<file path="src/rtl/hazard_scoreboard_pkg.sv">
// Shared types and latency classes for the decode-stage hazard scoreboard.
package hazard_scoreboard_pkg;

    typedef logic [4:0] reg_addr_t;

    // Default deepest result latency; the top module may override it.
    localparam int DEFAULT_MAX_LAT = 4;

    // Result latency classes as issued from ID.
    localparam int LAT_ALU  = 0;
    localparam int LAT_LOAD = 1;
    localparam int LAT_MUL  = 2;
    localparam int LAT_DIV  = DEFAULT_MAX_LAT;

endpackage

</file>
<file path="src/rtl/hazard_pend_counter.sv">
// Pending-latency down-counter for one architectural register.
// Clear has priority, then hold (memory freeze), then load, then decrement.
module hazard_pend_counter #(
    parameter int CNT_W = 3
) (
    input  logic             clk,
    input  logic             rst,
    input  logic             hold,
    input  logic             load,
    input  logic [CNT_W-1:0] load_val,
    output logic [CNT_W-1:0] count
);

    logic [CNT_W-1:0] count_reg;

    // Count down toward zero; a new producer overwrites the remaining latency.
    always_ff @(posedge clk) begin
        if (rst) begin
            count_reg <= '0;
        end else if (!hold) begin
            if (load) begin
                count_reg <= load_val;
            end else if (count_reg != '0) begin
                count_reg <= count_reg - 1'b1;
            end
        end
    end

    assign count = count_reg;

endmodule

</file>
<file path="src/rtl/hazard_scoreboard.sv">
// Decode-stage hazard unit: per-register pending-latency scoreboard that
// stalls ID on RAW/WAW conflicts and counts stall cycles.
module hazard_scoreboard
    import hazard_scoreboard_pkg::*;
#(
    parameter int NREGS   = 32,
    parameter int NUM_SRC = 2,
    parameter int MAX_LAT = DEFAULT_MAX_LAT,
    localparam int CNT_W  = $clog2(MAX_LAT + 1)
) (
    input  logic                   clk,
    input  logic                   rst,
    input  logic                   id_valid,
    input  logic [NUM_SRC*5-1:0]   id_rs,
    input  logic [NUM_SRC-1:0]     id_rs_used,
    input  logic [4:0]             id_rd,
    input  logic                   id_wr_en,
    input  logic [CNT_W-1:0]       id_lat,
    input  logic                   flush,
    input  logic                   mem_stall,
    output logic                   pc_we,
    output logic                   ifid_we,
    output logic                   idex_bubble,
    output logic                   id_issue,
    output logic                   hazard,
    output logic [NREGS-1:0]       busy_mask,
    output logic [31:0]            stall_cycles
);

    localparam logic [CNT_W-1:0] MAX_LAT_C = CNT_W'(MAX_LAT);

    logic [CNT_W-1:0] pend [NREGS];
    logic [NREGS-1:0] busy_raw;
    logic [31:0]      busy_all;
    logic [CNT_W-1:0] rd_pend;
    logic [CNT_W-1:0] lat_eff;
    logic [NUM_SRC-1:0] raw_vec;
    logic             waw;
    logic             live;
    logic             hazard_int;
    logic             issue_wr;
    logic [31:0]      stall_cycles_reg;

    // x0 never has a producer in flight.
    assign pend[0]     = '0;
    assign busy_raw[0] = 1'b0;

    // Oversized latencies saturate at the deepest unit.
    assign lat_eff  = (id_lat > MAX_LAT_C) ? MAX_LAT_C : id_lat;
    assign issue_wr = id_issue && id_wr_en && (id_rd != '0) && (lat_eff != '0);

    genvar gi;
    generate
        for (gi = 1; gi < NREGS; gi++) begin : g_pend
            hazard_pend_counter #(
                .CNT_W(CNT_W)
            ) u_cnt (
                .clk      (clk),
                .rst      (rst),
                .hold     (mem_stall),
                .load     (issue_wr && (id_rd == reg_addr_t'(gi))),
                .load_val (lat_eff),
                .count    (pend[gi])
            );
            assign busy_raw[gi] = (pend[gi] != '0);
        end
    endgenerate

    // Zero-extend the busy vector so any 5-bit address can index it safely.
    always_comb begin
        busy_all = '0;
        busy_all[NREGS-1:0] = busy_raw;
    end

    // Remaining latency of the destination register, for the WAW check.
    always_comb begin
        rd_pend = '0;
        for (int r = 1; r < NREGS; r++) begin
            if (id_rd == reg_addr_t'(r)) begin
                rd_pend = pend[r];
            end
        end
    end

    generate
        for (gi = 0; gi < NUM_SRC; gi++) begin : g_src
            assign raw_vec[gi] = id_rs_used[gi]
                              && (id_rs[gi*5 +: 5] != '0)
                              && busy_all[id_rs[gi*5 +: 5]];
        end
    endgenerate

    // A younger write may not land before an older one still in flight.
    assign waw = id_wr_en && (id_rd != '0) && (rd_pend > id_lat);

    // Flush kills the ID instruction, so it can neither stall nor issue.
    assign live       = !rst && id_valid && !flush;
    assign hazard_int = live && ((|raw_vec) || waw);

    assign hazard      = hazard_int;
    assign id_issue    = live && !hazard_int && !mem_stall;
    assign pc_we       = rst || (!hazard_int && !mem_stall);
    assign ifid_we     = pc_we;
    assign idex_bubble = !rst && (hazard_int || flush) && !mem_stall;
    assign busy_mask   = rst ? '0 : busy_raw;

    // Saturating count of cycles lost to scoreboard stalls.
    always_ff @(posedge clk) begin
        if (rst) begin
            stall_cycles_reg <= '0;
        end else if (hazard_int && !mem_stall && (stall_cycles_reg != '1)) begin
            stall_cycles_reg <= stall_cycles_reg + 32'd1;
        end
    end

    assign stall_cycles = stall_cycles_reg;

endmodule

</file>
<file path="config.mk">
export PLATFORM = sky130hd
export DESIGN_NAME = hazard_scoreboard
export DESIGN_NICKNAME = d
export VERILOG_FILES = /design/src/rtl/hazard_scoreboard_pkg.sv /design/src/rtl/hazard_pend_counter.sv /design/src/rtl/hazard_scoreboard.sv
export SDC_FILE = /design/constraint.sdc
export NUM_CORES = 1
export LEC_CHECK = 0
export BUFFER_PORTS_ARGS = -buffer_cell sky130_fd_sc_hd__buf_2
export CAP_MARGIN = 20
export CORE_AREA = 4 4 166 168
export CTS_CLUSTER_DIAMETER = 60
export DETAILED_ROUTE_END_ITERATION = 10
export DIE_AREA = 0 0 170 172
export GPL_ROUTABILITY_DRIVEN = 0
export PLACE_DENSITY = 0.53
export SYNTH_ARGS = -nofsm -noshare
export SYNTH_HDL_FRONTEND = slang
export SYNTH_SLANG_ARGS = --single-unit
export TNS_END_PERCENT = 30
</file>
<file path="constraint.sdc">
create_clock -name clk -period 6.15 [get_ports clk]
set_input_delay 0 -clock clk [delete_from_list [all_inputs] [get_ports clk]]
set_output_delay 0 -clock clk [all_outputs]
set_load 0.05 [all_outputs]
</file>
* Word level (Yosys, flattened, before mapping)
Cells that the tools add are included.
** Cells by class
- Add/subtract/negate cells :: 32
- Order comparisons :: 4
- Eq/ne operators :: 32
- Muxes and demuxes :: 99
- Bitwise gates (word level) :: 1
- Reductions and logical operators :: 155
** Operators by type and width (number)
- $mux W3 :: 94
- $reduce_bool A3 Y1 :: 32
- $sub A3 B1 Y3 const B :: 31
- $eq A5 B5 Y1 const B :: 16
- $reduce_and A2 Y1 :: 31
- $reduce_bool A2 Y1 :: 31
- $logic_and A1 B1 Y1 :: 50
- $eq A5 B4 Y1 const B :: 8
- $add A32 B1 Y32 const B :: 1
- $mux W32 :: 1
- $ne A32 B32 Y1 const B :: 1
- $eq A5 B3 Y1 const B :: 4
- $reduce_bool A5 Y1 :: 3
- $lt A5 B6 Y1 const B :: 2
- $bmux W1 S5 :: 2
- $eq A5 B2 Y1 const B :: 2
- $eq A5 B1 Y1 const B :: 1
- $logic_not A1 Y1 :: 4
- $gt A3 B3 Y1 :: 1
- $gt A3 B3 Y1 const B :: 1
- $logic_or A1 B1 Y1 :: 3
- $mux W1 :: 2
- $reduce_or A2 Y1 :: 1
- $not A1 Y1 :: 1
** Word-level totals
- Register bits :: 125
- Output and inout bits :: 69

* Depth between registers and ports, before layout
- Word-level depth :: 45
- Gate-level depth with buffers :: 21

* Cells and area by module
Synthesis repeated with hierarchy kept, for this count alone.
** Second synthesis, totals
- Cells, all modules :: 1427
- Area total of the unflattened synthesis :: 10616.4 sq um
** By module, submodules not included
- hazard_pend_counter :: instances 31, cells an instance 25, area each 200.2 sq um
- hazard_scoreboard :: instances 1, cells an instance 652, area each 4410.5 sq um

* Worst setup path before layout
Ideal clock, no wire load.
- Path type :: input -> output
- From :: in id_rd[1]
- To :: out idex_bubble
- Arrival :: 4.256 ns
- Path slack :: 1.894 ns
- Stages :: 17
- Buffers on the path :: 5
- Cell sequence :: clkbuf_1 > clkbuf_1 > buf_1 > buf_1 > clkbuf_1 > mux2i_1 > nand3_1 > nand3_1 > nand3_1 > ha_1 > nor2b_1 > o21ai_0 > a32oi_1 > nor2b_1 > or2_2 > a21oi_1 > nor3_1
** Between the ends
- Longest elaborated chain between the ends :: 39
- Elaborated cells on any way between the ends :: 71
- Those cells by class :: order compare (1); eq/ne (31); mux (31); reduce/logical (8)
** RTL lines
- start: declaration :: RTL line hazard_scoreboard.sv:16 : input logic [4:0] id_rd,
- $eq A5 B1 Y1 :: RTL line hazard_scoreboard.sv:79 : if (id_rd == reg_addr_t'(r)) begin
- $mux W3 (31 in series) :: RTL line hazard_scoreboard.sv:79
- $gt A3 B3 Y1 :: RTL line hazard_scoreboard.sv:94 : assign waw = id_wr_en && (id_rd != '0) && (rd_pend > id_lat);
- $logic_and A1 B1 Y1 * :: RTL line hazard_scoreboard.sv:94
- $logic_or A1 B1 Y1 * :: RTL line hazard_scoreboard.sv:98 : assign hazard_int = live && ((|raw_vec) || waw);
- $logic_and A1 B1 Y1 * :: RTL line hazard_scoreboard.sv:98
- $logic_or A1 B1 Y1 * :: RTL line hazard_scoreboard.sv:104 : assign idex_bubble = !rst && (hazard_int || flush) && !mem_stall;
- $logic_and A1 B1 Y1 * (2 in series) :: RTL line hazard_scoreboard.sv:104
- end: declaration :: RTL line hazard_scoreboard.sv:23 : output logic idex_bubble,
Mark *: on every way between the ends. The rest lies on a longest branch, timed or not.

* Worst setup path in the final report
- From :: reg g_pend[3].u_cnt.count_reg[2]
- To :: reg g_pend[31].u_cnt.count_reg[2]
** Between the ends
- Longest elaborated chain between the ends :: 42
- Elaborated cells on any way between the ends :: 51
- Those cells by class :: order compare (1); mux (34); reduce/logical (16)
** RTL lines
- start: declaration :: RTL line hazard_pend_counter.sv:14 : logic [CNT_W-1:0] count_reg;
- start signal: assignment :: RTL line hazard_pend_counter.sv:22 : count_reg <= load_val;
- start signal: assignment :: RTL line hazard_pend_counter.sv:24 : count_reg <= count_reg - 1'b1;
- $mux W3 (29 in series) :: RTL line hazard_scoreboard.sv:79
- $gt A3 B3 Y1 :: RTL line hazard_scoreboard.sv:94
- $logic_and A1 B1 Y1 :: RTL line hazard_scoreboard.sv:94
- $logic_or A1 B1 Y1 * :: RTL line hazard_scoreboard.sv:98
- $logic_and A1 B1 Y1 * :: RTL line hazard_scoreboard.sv:98
- $logic_not A1 Y1 * :: RTL line hazard_scoreboard.sv:101 : assign id_issue = live && !hazard_int && !mem_stall;
- $logic_and A1 B1 Y1 * (2 in series) :: RTL line hazard_scoreboard.sv:101
- $logic_and A1 B1 Y1 * (3 in series) :: RTL line hazard_scoreboard.sv:50 : assign issue_wr = id_issue && id_wr_en && (id_rd != '0) && (lat_eff != '0);
- $logic_and A1 B1 Y1 * :: RTL line hazard_scoreboard.sv:61 : .load (issue_wr && (id_rd == reg_addr_t'(gi))),
- $reduce_bool A2 Y1 (no source line)
- $reduce_and A2 Y1 (no source line)
- end signal: assignment :: RTL line hazard_pend_counter.sv:22
- end signal: assignment :: RTL line hazard_pend_counter.sv:24
- end: declaration :: RTL line hazard_pend_counter.sv:14
Mark *: on every way between the ends. The rest lies on a longest branch, timed or not. The select of a mux whose other input is x is not followed.
A chain may end at the register's enable or synchronous reset.

==> impl_metrics.yaml <==
hold_path:
  min_path_cells: 3
  holdPathEnd: "g_pend[1].u_cnt.count[0]"
  holdCritStartpoint: "id_lat[0]"
  hp-class: "in -> reg"
critical_path:
  worstReg2RegEnd: "g_pend[31].u_cnt.count[2]"
  reg2reg_slack_ns: 1.12
  cp_max_fo: 13
  start_kind: "flop"
  cp.required_ns: 6.48
  critPathKind: "reg -> reg"
  r2r-start: "g_pend[3].u_cnt.count[2]"
  cp_data_arrival_time_ns: 5.36
  reg2reg_depth: 18
  end_kind: "flop"
cells_and_area:
  area_delta_synth_final_pct: 11.25
  final_nets: 1463
  drive_above_1_share: 0.1373
  n_antenna_cell: 0
  final_cells: 1719
  largest_reg_flops: 93
grt:
  grt.total_usage: 0.2430
  antenna_found_initial: 0
  use_met3: 0.04412
  grt_first_pass_wirelength_mm: 56.28
  grt_pass1_vias: 9680
  grt_max_degree: 67
  gr-total-overflow: 0
  top_usage_layer: "met2"
  grt_use_met2: 0.3925
  use_met1: 0.3341
floorplan:
  chipWidth_um: 170
  ioPinCount: 95
  die_area_mm2: 0.02924
  start_util: 0.3995
  die_y_um: 172
  rows: 59
  core_area_mm2: 0.02591
clock_tree:
  cts_buffers: 17
  cts_tree: "yes"
  cts_buffer_depth: 2
  clk_pin_slew_ns: 0.07
  clk_latency_ns: 0.44
  cts.htree.levels: 4
  cts_num_sinks: 125
  ctsResizeCount: 0
  cts_root_buf: "clkbuf_16"
sta:
  worst_slew_pin_slew_ns: 1.030
  finalCritPeriodShare: 0.8186
  rsz0062_at_grt: "no"
  hold_violations: 0
  relSlewSlack: 0.3109
  clock_skew_ns: 0.01518
  setup_viol_count_final: 0
  fin_crit_ns: 5.035
  max_freq_mhz: 198.6
  maxSlewViolCount: 0
  finalSetupTns_ns: 0
run_status:
  status: "finished clean"
synth:
  synthesis.nets: 1434
  yosysSeqAreaShare: 0.2418
  yosysMostFrequentCell: "dfxtp_1"
  synthCells: 1342
  yosysWarnings: 0
  synthTopCellsByCount: "125 x dfxtp_1, 122 x nor2_1, 85 x nand2_1"
  postSynthAreaPerCell_um2: 7.713
  syn-cell-area_mm2: 0.01035
  yosysTopAreaCell: "dfxtp_1"
  synth_seq_cells: 125
  synth.area.top_cells: "dfxtp_1 24%, ha_1 8.0%, nor2_1 4.4%, nor2b_1 4.2%, mux2i_1 4.1%"
  synthArstFlopShare: 0
  ys_types: 83
  synth_top_area_frac: 0.2418
  synth_edf_count: 0
  synthFlopType: "dfxtp_1"
routing:
  drt_iter0_markers: 1073
  routedWlPerCell_um: 20.99
  detail_route.first_pass.iterations: 5
  drc: 0
  vias_per_cell: 6.049
  vias: 10400
  ant_nets: 0
  routed_wl_mm: 36.09
placed_design:
  post-place-cells: 1684
  port_buffers: 93
  hpwl_mm: 25.33
power_and_ir_drop:
  p_leak_nw: 4.151
  ir_drop_uv: 204.3
  power.density_mw_per_mm2: 431.9
flow_run:
  cap_violations: 0
[worst max path at each step]
stage	from	endpoint	slack (ns)	cells after the start
floorplan	id_rd[1]	idex_bubble	1.89	17
global placement	id_rd[1]	g_pend[5].u_cnt.count[1]	1.50	18
detailed placement	id_rd[0]	g_pend[5].u_cnt.count[0]	1.31	18
CTS	g_pend[3].u_cnt.count[2]	g_pend[31].u_cnt.count[2]	1.27	18
global route	g_pend[3].u_cnt.count[2]	g_pend[31].u_cnt.count[2]	0.86	18
finish	g_pend[3].u_cnt.count[2]	g_pend[31].u_cnt.count[2]	1.12	18
[cells by family (layout without fill, tap and decap cells)]
kind of cell,Yosys count,count (layout),share of synthesized area
and+or+nand+nor,543,543,0.2893
other,1,1,0.0003623
adders and majority gates,66,66,0.07978
muxes,59,59,0.07216
DFF,125,125,0.2418
xor gates and xnor gates,8,8,0.006769
buffers and inverters,183,225,0.07579
AOI/OAI and AO/OA,357,357,0.2341
[layout by cell type (no fill, tap or decap), types with 27 or more instances in the layout]
master / Yosys / final
nand3_1: 51 / 51
or3_1: 37 / 37
o21ai_0: 69 / 68
nor4b_1: 29 / 29
inv_1: 80 / 80
a21oi_1: 72 / 72
a211oi_1: 38 / 38
nor2b_1: 69 / 69
mux2i_1: 42 / 42
nand2_1: 85 / 85
buf_2: 9 / 91
a22oi_1: 27 / 27
ha_1: 66 / 66
nor2_1: 122 / 121
dfxtp_1: 125 / 125
[per-stage QoR]
step / setup slack [ns] / power, mW / hold WS [ns] / instance area [µm²] / util
after floorplan: 1.894 / 3.166 / 0.1618 / 10350 / -
final: 1.115 / 4.973 / 0.04250 / 11520 / 0.4444
after global routing: 0.8631 / 5.326 / 0.05282 / 11520 / 0.4444
after global placement: 1.504 / 3.877 / 0.3300 / 10890 / 0.4203
after detailed placement: 1.315 / 3.890 / 0.3331 / 10890 / 0.4203
after CTS: 1.269 / 4.974 / 0.02519 / 11520 / 0.4444
[final cells by class]
type                       count  area, µm²
sequential                   125       2502
clock buffer                  17      425.4
clock inverter                15      170.2
fill                        2614      14400
tap                          335      419.2
inverter                      83      314.1
multi-input combinational   1034       7076
timing repair buffer         110      609.3
[critical path, cell delays in order (launching register included)]
cell and delay, ns:
dfxtp_1 0.49, mux2_2 0.22, a22oi_1 0.06, o21ai_0 0.27, a21oi_1 0.11, or4_1 0.53
a32oi_1 0.28, o21ai_0 0.15, o311ai_0 0.11, ha_1 0.31, o21ai_0 0.09, a32oi_1 0.11
nor2_2 0.54, buf_4 0.27, nand4_1 0.19, nor2_1 0.36, o21bai_1 0.18, a31oi_1 0.09
dlygate4sd3_1 0.56
[repair_timing]
| action | in CTS | in global routing |
|---|---|---|
| hold buffers | 3 | 0 |
| endpoints found under the hold margin | 29 | 0 |
| setup buffers | 0 | 0 |
[routing by layer]
metal  part of all wire  up-vias
met5                  0        -
met4              0.021        0
met3              0.060       47
met2               0.46      331
met1               0.45     5010
li1                   -     5010
[where the power goes]
part	leakage, nW	internal [mW]	switching (mW)	total, mW
clock	0.290	0.582	0.482	1.06
sequential	1.02	1.03	0.226	1.25
combinational	2.85	0.943	1.71	2.66
Power figures use the tool's default switching activity.
